==> src/rtl/glyph_draw_ctrl.sv <==
// glyph_draw_ctrl
//  Draws one 8x16 digit glyph by scanning the shared glyph ROM address
//  (row-major, addr 0..127), picking the requested digit's q bit and turning
//  it into a coloured pixel write on a valid/ready stream.
//
//  ROM reads take one cycle, so at most one read is in flight at a time.
//  Captured pixels land in a 2-entry FIFO. A read is only issued when the
//  FIFO is guaranteed to have room for it.
//
//  Ports
//   clock, reset         rising-edge clock, synchronous active-high reset
//   req_valid/req_ready  draw request handshake (ready only in IDLE)
//   req_digit            0-9 selects ROM_n, 10-15 draws a blank glyph
//   req_x, req_y         glyph top-left corner
//   req_fg, req_bg       colours for set and clear bits
//   rom_addr             shared ROM address (row*8+col)
//   rom_q                bit n = ROM_n data, valid one cycle after rom_addr
//   pix_valid/pix_ready  pixel stream handshake
//   pix_x, pix_y         pixel coordinates; they wrap modulo 2^X_W and 2^Y_W
//   pix_color            pixel colour
//   busy                 high outside IDLE
//   done                 one-cycle pulse when a glyph completes
//
//  Build option: TRANSPARENT_BG_EN
//   When defined, clear bits are skipped, so only foreground pixels are emitted.
//
//  state | meaning
//  IDLE  | waiting for a draw request
//  SCAN  | issuing ROM reads for addr 0..127
//  DRAIN | waiting for the in-flight read and the FIFO to empty
module glyph_draw_ctrl #(
   parameter int X_W     = 9,
   parameter int Y_W     = 9,
   parameter int COLOR_W = 16
) (
   input  logic               clock,
   input  logic               reset,
   input  logic               req_valid,
   output logic               req_ready,
   input  logic [3:0]         req_digit,
   input  logic [X_W-1:0]     req_x,
   input  logic [Y_W-1:0]     req_y,
   input  logic [COLOR_W-1:0] req_fg,
   input  logic [COLOR_W-1:0] req_bg,
   output logic [6:0]         rom_addr,
   input  logic [9:0]         rom_q,
   output logic               pix_valid,
   input  logic               pix_ready,
   output logic [X_W-1:0]     pix_x,
   output logic [Y_W-1:0]     pix_y,
   output logic [COLOR_W-1:0] pix_color,
   output logic               busy,
   output logic               done
);

   localparam logic [1:0] S_IDLE  = 2'd0;
   localparam logic [1:0] S_SCAN  = 2'd1;
   localparam logic [1:0] S_DRAIN = 2'd2;

   logic [1:0]         state;
   logic [6:0]         addr;
   logic               inflight;
   logic [6:0]         inf_addr;
   logic [3:0]         lat_digit;
   logic [X_W-1:0]     lat_x;
   logic [Y_W-1:0]     lat_y;
   logic [COLOR_W-1:0] lat_fg;
   logic [COLOR_W-1:0] lat_bg;

   logic [X_W-1:0]     fifo_x [2];
   logic [Y_W-1:0]     fifo_y [2];
   logic [COLOR_W-1:0] fifo_c [2];
   logic               wr_ptr;
   logic               rd_ptr;
   logic [1:0]         count;

   logic               pop;
   logic               push;
   logic               issue;
   logic               rom_bit;
   logic [2:0]         occ;

   assign pix_valid = (count != 2'd0);
   assign pix_x     = fifo_x[rd_ptr];
   assign pix_y     = fifo_y[rd_ptr];
   assign pix_color = fifo_c[rd_ptr];
   assign pop       = pix_valid & pix_ready;

   // Room check: occupancy after this cycle's pop plus the datum that is
   // already in flight. A new read is issued only if that leaves a free slot.
   assign occ   = {1'b0, count} + {2'b00, inflight} - {2'b00, pop};
   assign issue = (state == S_SCAN) && (occ < 3'd2);

   assign rom_addr  = addr;
   assign req_ready = (state == S_IDLE);
   assign busy      = (state != S_IDLE);
   assign done      = (state == S_DRAIN) && !inflight && (count == 2'd0);

   // Codes 10-15 match no ROM, so they read as a blank glyph.
   always_comb begin
      rom_bit = 1'b0;
      for (int n = 0; n < 10; n++) begin
         if (lat_digit == 4'(n)) rom_bit = rom_q[n];
      end
   end

`ifdef TRANSPARENT_BG_EN
   assign push = inflight & rom_bit;
`else
   assign push = inflight;
`endif

   always_ff @(posedge clock) begin
      if (reset) begin
         state     <= S_IDLE;
         addr      <= 7'd0;
         inflight  <= 1'b0;
         inf_addr  <= 7'd0;
         lat_digit <= 4'd0;
         lat_x     <= '0;
         lat_y     <= '0;
         lat_fg    <= '0;
         lat_bg    <= '0;
         wr_ptr    <= 1'b0;
         rd_ptr    <= 1'b0;
         count     <= 2'd0;
         for (int i = 0; i < 2; i++) begin
            fifo_x[i] <= '0;
            fifo_y[i] <= '0;
            fifo_c[i] <= '0;
         end
      end else begin
         case (state)
            S_IDLE: begin
               if (req_valid) begin
                  lat_digit <= req_digit;
                  lat_x     <= req_x;
                  lat_y     <= req_y;
                  lat_fg    <= req_fg;
                  lat_bg    <= req_bg;
                  addr      <= 7'd0;
                  state     <= S_SCAN;
               end
            end
            S_SCAN: begin
               if (issue) begin
                  addr <= addr + 7'd1;
                  if (addr == 7'd127) state <= S_DRAIN;
               end
            end
            S_DRAIN: begin
               if (!inflight && (count == 2'd0)) state <= S_IDLE;
            end
            default: state <= S_IDLE;
         endcase

         inflight <= issue;
         if (issue) inf_addr <= addr;

         if (push) begin
            fifo_x[wr_ptr] <= lat_x + X_W'(inf_addr[2:0]);
            fifo_y[wr_ptr] <= lat_y + Y_W'(inf_addr[6:3]);
            fifo_c[wr_ptr] <= rom_bit ? lat_fg : lat_bg;
            wr_ptr         <= ~wr_ptr;
         end
         if (pop) rd_ptr <= ~rd_ptr;
         count <= count + {1'b0, push} - {1'b0, pop};
      end
   end

endmodule

==> config.mk <==
export PLATFORM = sky130hd
export DESIGN_NAME = glyph_draw_ctrl
export DESIGN_NICKNAME = d
export VERILOG_FILES = /design/src/rtl/glyph_draw_ctrl.sv
export SDC_FILE = /design/constraint.sdc
export NUM_CORES = 1
export LEC_CHECK = 0
export CAP_MARGIN = 0
export CORE_MARGIN = 3
export CORE_UTILIZATION = 55
export DETAILED_ROUTE_END_ITERATION = 10
export PLACE_DENSITY_LB_ADDON = 0.1
export REMOVE_ABC_BUFFERS = 1
export SYNTH_ARGS = -nofsm -noshare
export SYNTH_HDL_FRONTEND = slang
export SYNTH_SLANG_ARGS = --single-unit
==> constraint.sdc <==
create_clock -name clock -period 4.9 [get_ports clock]
set_clock_uncertainty 0.05 [all_clocks]
set_input_delay 0.98 -clock clock [delete_from_list [all_inputs] [get_ports clock]]
set_output_delay 0.98 -clock clock [all_outputs]
set_load 0.05 [all_outputs]
* Word level (Yosys, flattened, before mapping)
Memory sizes are Yosys's and may differ from the RTL's. A register that Yosys moved wholly into a read port is not among the register bits. Cells that the tools add are included.
Operators by class: divide/modulo/power cells 0, multipliers 0, bitwise logic cells 3, multiplexer cells 39, shift-type cells 0, reduce and logical (&&, ||, !) cells 17, eq/ne operators 16, $add $sub $neg 7, magnitude comparators 1
Operator list (count):
- 2-to-1 mux 16 bit | 2
- 2-to-1 mux 1 bit | 27
- 2-to-1 mux 9 bit | 2
- OR reduction 9 bit | 2
- equality test 4 x 3 -> 1 bit (second input constant) | 4
- OR reduction 16 bit | 1
- 2-to-1 mux 7 bit | 2
- one-hot mux 7 bit (2 select lines) | 1
- adder 9 x 3 -> 9 bit | 1
- adder 9 x 4 -> 9 bit | 1
- equality test 4 x 2 -> 1 bit (second input constant) | 2
- equality test 4 bit (second input constant) | 2
- 2-to-1 mux 2 bit | 4
- adder 7 x 1 -> 7 bit (second input constant) | 1
- equality test 7 bit (second input constant) | 1
- one-hot mux 2 bit (3 select lines) | 1
- nonzero test 2 bit | 3
- equality test 4 x 1 -> 1 bit (second input constant) | 1
- logical AND 1 bit | 4
- zero test 2 bit | 2
- zero test 4 bit | 1
- != test 2 x 1 -> 1 bit (second input constant) | 2
- != test 2 bit (second input constant) | 2
- AND reduction 4 bit | 1
- other kinds (12) | 13
Storage, ports and cells: RAM bits 68, memories kept 3, latch bits 0, memory bits (read-only) 0, register bits 75, word-level logic and storage cells 98, output and inout bits 45
Memory list:
- fifo_c | depth 2, width 16, read ports 1, clocked after Yosys merged registers in 1, write ports 2, line 72 | logic [COLOR_W-1:0] fifo_c [2];
- fifo_x | depth 2, width 9, read ports 1, clocked after Yosys merged registers in 1, write ports 2, line 70 | logic [X_W-1:0] fifo_x [2];
- fifo_y | depth 2, width 9, read ports 1, clocked after Yosys merged registers in 1, write ports 2, line 71 | logic [Y_W-1:0] fifo_y [2];

* Logic depth before layout (Yosys ltp)
word-level depth 13, depth in mapped cells 13, mapped depth without buffers 12

* Least setup slack after synthesis
No wires, ideal clock.
path type input -> register, from in pix_ready, to reg addr[6], in the netlist rom_addr[6], stages 9, slack 1.516 ns, setup time 0.070 ns, required time 4.780 ns, path buffers 0, data arrival time 3.264 ns, cells stage by stage and2_1 ha_1 inv_1 ha_1 fa_1 nor3b_2 nand2_1 or4_1 a21oi_1
On the way: longest elaborated chain between the ends 6
Ends and longest elaborated chain:
- from (decl) | line 48 | input logic pix_ready,
- bitwise AND 1 bit | line 87 | assign pop = pix_valid & pix_ready;
- subtractor 3 x 1 -> 3 bit | line 91 | assign occ = {1'b0, count} + {2'b00, inflight} - {2'b00, pop};
- via occ[1] | line 81 | logic [2:0] occ;
- < comparator 3 x 2 -> 1 bit | line 92 | assign issue = (state == S_SCAN) && (occ < 3'd2);
- logical AND 1 bit | line 92
- != test 2 bit (no line)
- AND reduction 3 bit (no line)
- to (signal assigned) | line 147 | addr <= addr + 7'd1;
- to (decl) | line 61 | logic [6:0] addr;
The timed path passes the listed nets, and every way through them passes these cells. A chain may end at the register's enable or synchronous reset.

* Worst setup path after layout
from in pix_ready, to reg addr[6], in the netlist rom_addr[6]
On the way: longest elaborated chain between the ends 6
Ends and longest elaborated chain:
- bitwise AND 1 bit | line 87
- via pop | line 77 | logic pop;
- subtractor 3 x 1 -> 3 bit | line 91
- via occ[1] | line 81
- < comparator 3 x 2 -> 1 bit | line 92
- logical AND 1 bit | line 92
- != test 2 bit (no line)
- AND reduction 3 bit (no line)
The timed path passes the listed nets, and every way through them passes these cells.

==> out/qor.csv <==
metric;value;unit
cell occurring most often along the worst timing path;ha_1;
Slew HR;0.285;
Finish-stage setup viols;0;
number of max-cap violations;0;
Switching Power;1.23;mW
Gates resized, CTS repair;0;
dominant synthesized flop cell;dfxtp_1;
WS Path Type;input port to register;
area overhead of the layout relative to synthesis;28.8;%
FFs w/ async S/R, synth;0;
CP Data Required Time;5.18;ns
post-synthesis cell count;616;
Max Root-Sink Buffers;2;
wire length after detailed routing;13.4;mm
starting DRC count in detailed routing;216;
TritonCTS clock tree;yes;
clk sinks;144;
flops & latches, synth;144;
Worst VDD drop;349;uV
Worst Path Max Fanout;10;
postcts setup bufs;0;
antenna-violating nets left;0;
setup repair after global routing missed its margin;false;
number of port buffers;112;
Critical Path Sink Type;register;
root cell of the clock tree;clkbuf_16;
final count of pins violating max slew;0;
part of the Yosys area used for sequential elements;0.573;
total DRC errors in the routed layout;0;
clock buffers created by TritonCTS;17;
number of enable flip-flop cells after synthesis;68;
synth unique cells;37;
fraction of layout cells with a size suffix above 1;0.114;
power density cells;476;nW/um^2
maximum number of pins on one net before global-route repair;78;
Peak Freq;270;MHz
Vert. Die Dim;112;um
clock insertion delay at the later pin of the skew report;0.41;ns
number of buffers added to fix hold violations after cts;0;
via count of the first global-routing pass;4601;
share of total power in combinational logic;0.275;
average wire length per cell after detail routing;15.4;um
chain of cells forming the critical path;clkdlybuf4s50_1 -> and2_1 -> ha_1 -> inv_1 -> ha_1 -> fa_1 -> nor3b_2 -> nand2_1 -> or4_1 -> a21oi_1;
initial standard-cell utilization of the core;0.569;
Reg2Reg Launch Point;count[1];
syn_area_per_cell;10.1;sq um
initial antenna violation count;0;
Post-Route Hold Slack;0.404;ns
first-pass detailed-route iteration total;6;
fraction of power consumed by the clock network;0.340;
Syn Std Cell Area;6220;sq um
clock slew at the register clock pins of the worst setup and hold paths;0.06;ns
startpoint of the tightest hold check path;lat_bg[2];
standard cell core area;10900;sq um
result of the run;completed;
global routing usage summed across all routing layers;0.219;
boundary pin count;113;
vias after detailed routing;4623;
weighted congestion reported at the end of routability-driven placement;0.821;
total internal power;2.59;mW
cell with the biggest individual delay on the critical path;nor3b_2;
kind of cell with the highest combined delay on the critical path;simple AND/OR/NAND/NOR gates;
Final period util;0.755;
Synth warnings;0;
final standard cell area without fillers;8010;sq um
final period demand of the worst path;3.70;ns
final net count;798;
grt total ovfl;0;
worst setup path startpoint;pix_ready;
arrival time at the worst endpoint;3.98;ns
leakage power of the design;2.96;nW
longest individual stage delay on the worst path;0.51;ns
placed cell area;7410;sq um
Hold Path Class;register to register;
Fin. Hold Viols;0;
total die area;12600;sq um
critical path launch point type;input port;
buffers and inverters on the worst path;2;
die extent in x;112;um
Tightest Pin Transition;1.07;ns
routed via count divided by cell count;5.31;
depth of the CTS H-tree;4;
Post-DP HPWL;8.46;mm
Antenna diodes;0;
global-route wire length before repair;22.1;mm
Sw Ratio;0.322;
FP Rows;38;
sequential share of power;0.384;
[power by group through the flow]
| stage | combinational [mW] | clock, mW | sequential [mW] |
|---|---|---|---|
| 5_1_grt | 1.12 | 1.38 | 1.48 |
| 3_3_place_gp | 1.03 | 0 | 1.49 |
| 3_5_place_dp | 1.05 | 0 | 1.49 |
| 4_1_cts | 1.05 | 1.32 | 1.47 |
| 6_report | 1.05 | 1.30 | 1.47 |
| 2_1_floorplan | 0.699 | 0 | 1.47 |
[cell usage in the layout, fill, tap and decap left out, types with 5 or more instances in the layout]
| master | instances |
|---|---|
| a21o_1 | 5 |
| a21oi_1 | 73 |
| clkbuf_16 | 17 |
| clkdlybuf4s50_1 | 111 |
| dfxtp_1 | 75 |
| edfxtp_1 | 68 |
| ha_1 | 10 |
| inv_1 | 19 |
| mux2_2 | 34 |
| mux2i_1 | 19 |
| nand2_1 | 125 |
| nand3_1 | 13 |
| nand4_1 | 5 |
| nor2_1 | 79 |
| nor3_1 | 7 |
| xnor2_1 | 11 |
| xor2_1 | 9 |
[synthesized netlist by cell type (all sizes together), types with 2 or more instances]
cell / instances / share of area
a21o: 6 / 0.0072
a21oi: 73 / 0.059
and2: 3 / 0.0034
buf: 6 / 0.0076
clkbuf: 28 / 0.017
dfxtp: 76 / 0.24
edfxtp: 68 / 0.33
fa: 3 / 0.0097
ha: 10 / 0.020
inv: 19 / 0.011
mux2: 34 / 0.062
mux2i: 19 / 0.031
nand2: 127 / 0.077
nand3: 14 / 0.011
nand4: 5 / 0.0050
nor2: 79 / 0.048
nor2b: 4 / 0.0040
nor3: 7 / 0.0056
nor3b: 2 / 0.0032
o21ai: 4 / 0.0050
xnor2: 11 / 0.015
xor2: 9 / 0.013
[metal layers]
metal	vias to the layer above	wire length [um]	GRT usage
met5	-	0	0
met4	0	178	0.0665
met3	13	678	0.0561
met2	131	6930	0.377
met1	2182	5620	0.274
li1	2297	-	-
[registers in the layout, summed over array words and instances (netlist names), 4 cells and up, named ones only]
| signal | cells |
|---|---|
| fifo_c | 32 |
| fifo_x | 18 |
| fifo_y | 18 |
| inf_addr | 7 |
| lat_bg | 16 |
| lat_digit | 4 |
| lat_fg | 16 |
| lat_x | 9 |
| lat_y | 9 |
| rom_addr | 7 |
[metrics by stage]
step	utilization	setup WS, ns	setup TNS (ns)	power (mW)	cells
2_1_floorplan	-	-0.561	-1.62	2.17	582
3_5_place_dp	0.677	0.804	0	2.54	838
3_3_place_gp	0.677	0.929	0	2.52	838
5_1_grt	0.733	1.08	0	3.98	870
4_1_cts	0.733	1.23	0	3.84	870
6_report	0.733	1.20	0	3.82	870
[area by class of cell]
cell class / count / area, sq um
Multi-Input combinational cell: 419 / 2450
Tap cell: 140 / 175
Fill cell: 808 / 2920
Timing Repair Buffer: 116 / 1150
Clock inverter: 14 / 165
Clock buffer: 18 / 439
Sequential cell: 144 / 3560
Inverter: 19 / 71.3
[cells by family (layout without fill, tap and decap cells)]
logic type,after synthesis,in the layout,share of synthesized area
compound gates,87,87,0.0762
xor+xnor,20,20,0.0282
fa+ha+maj,13,13,0.0298
buf+inv,53,167,0.0360
flops,144,144,0.573
mux,54,54,0.0957
simple gates,245,245,0.161
[worst paths after layout]
check / slack (ns) / endpoint / cells past startpoint
hold reg to reg: 0.40 / lat_bg[2] / 2
setup / recovery: 1.20 / rom_addr[6] / 10
setup reg to reg: 1.61 / rom_addr[6] / 11
hold / removal: 0.40 / lat_bg[2] / 2
[worst reg2reg max path: stages, from the launching register on]
cell	delay, ns
dfxtp_1	0.31
inv_1	0.09
nand2_1	0.11
and2_1	0.20
ha_1	0.27
inv_1	0.04
ha_1	0.18
fa_1	0.49
nor3b_2	0.51
nand2_1	0.35
or4_1	0.47
a21oi_1	0.14
No activity file was read; power rests on OpenSTA's default activity.
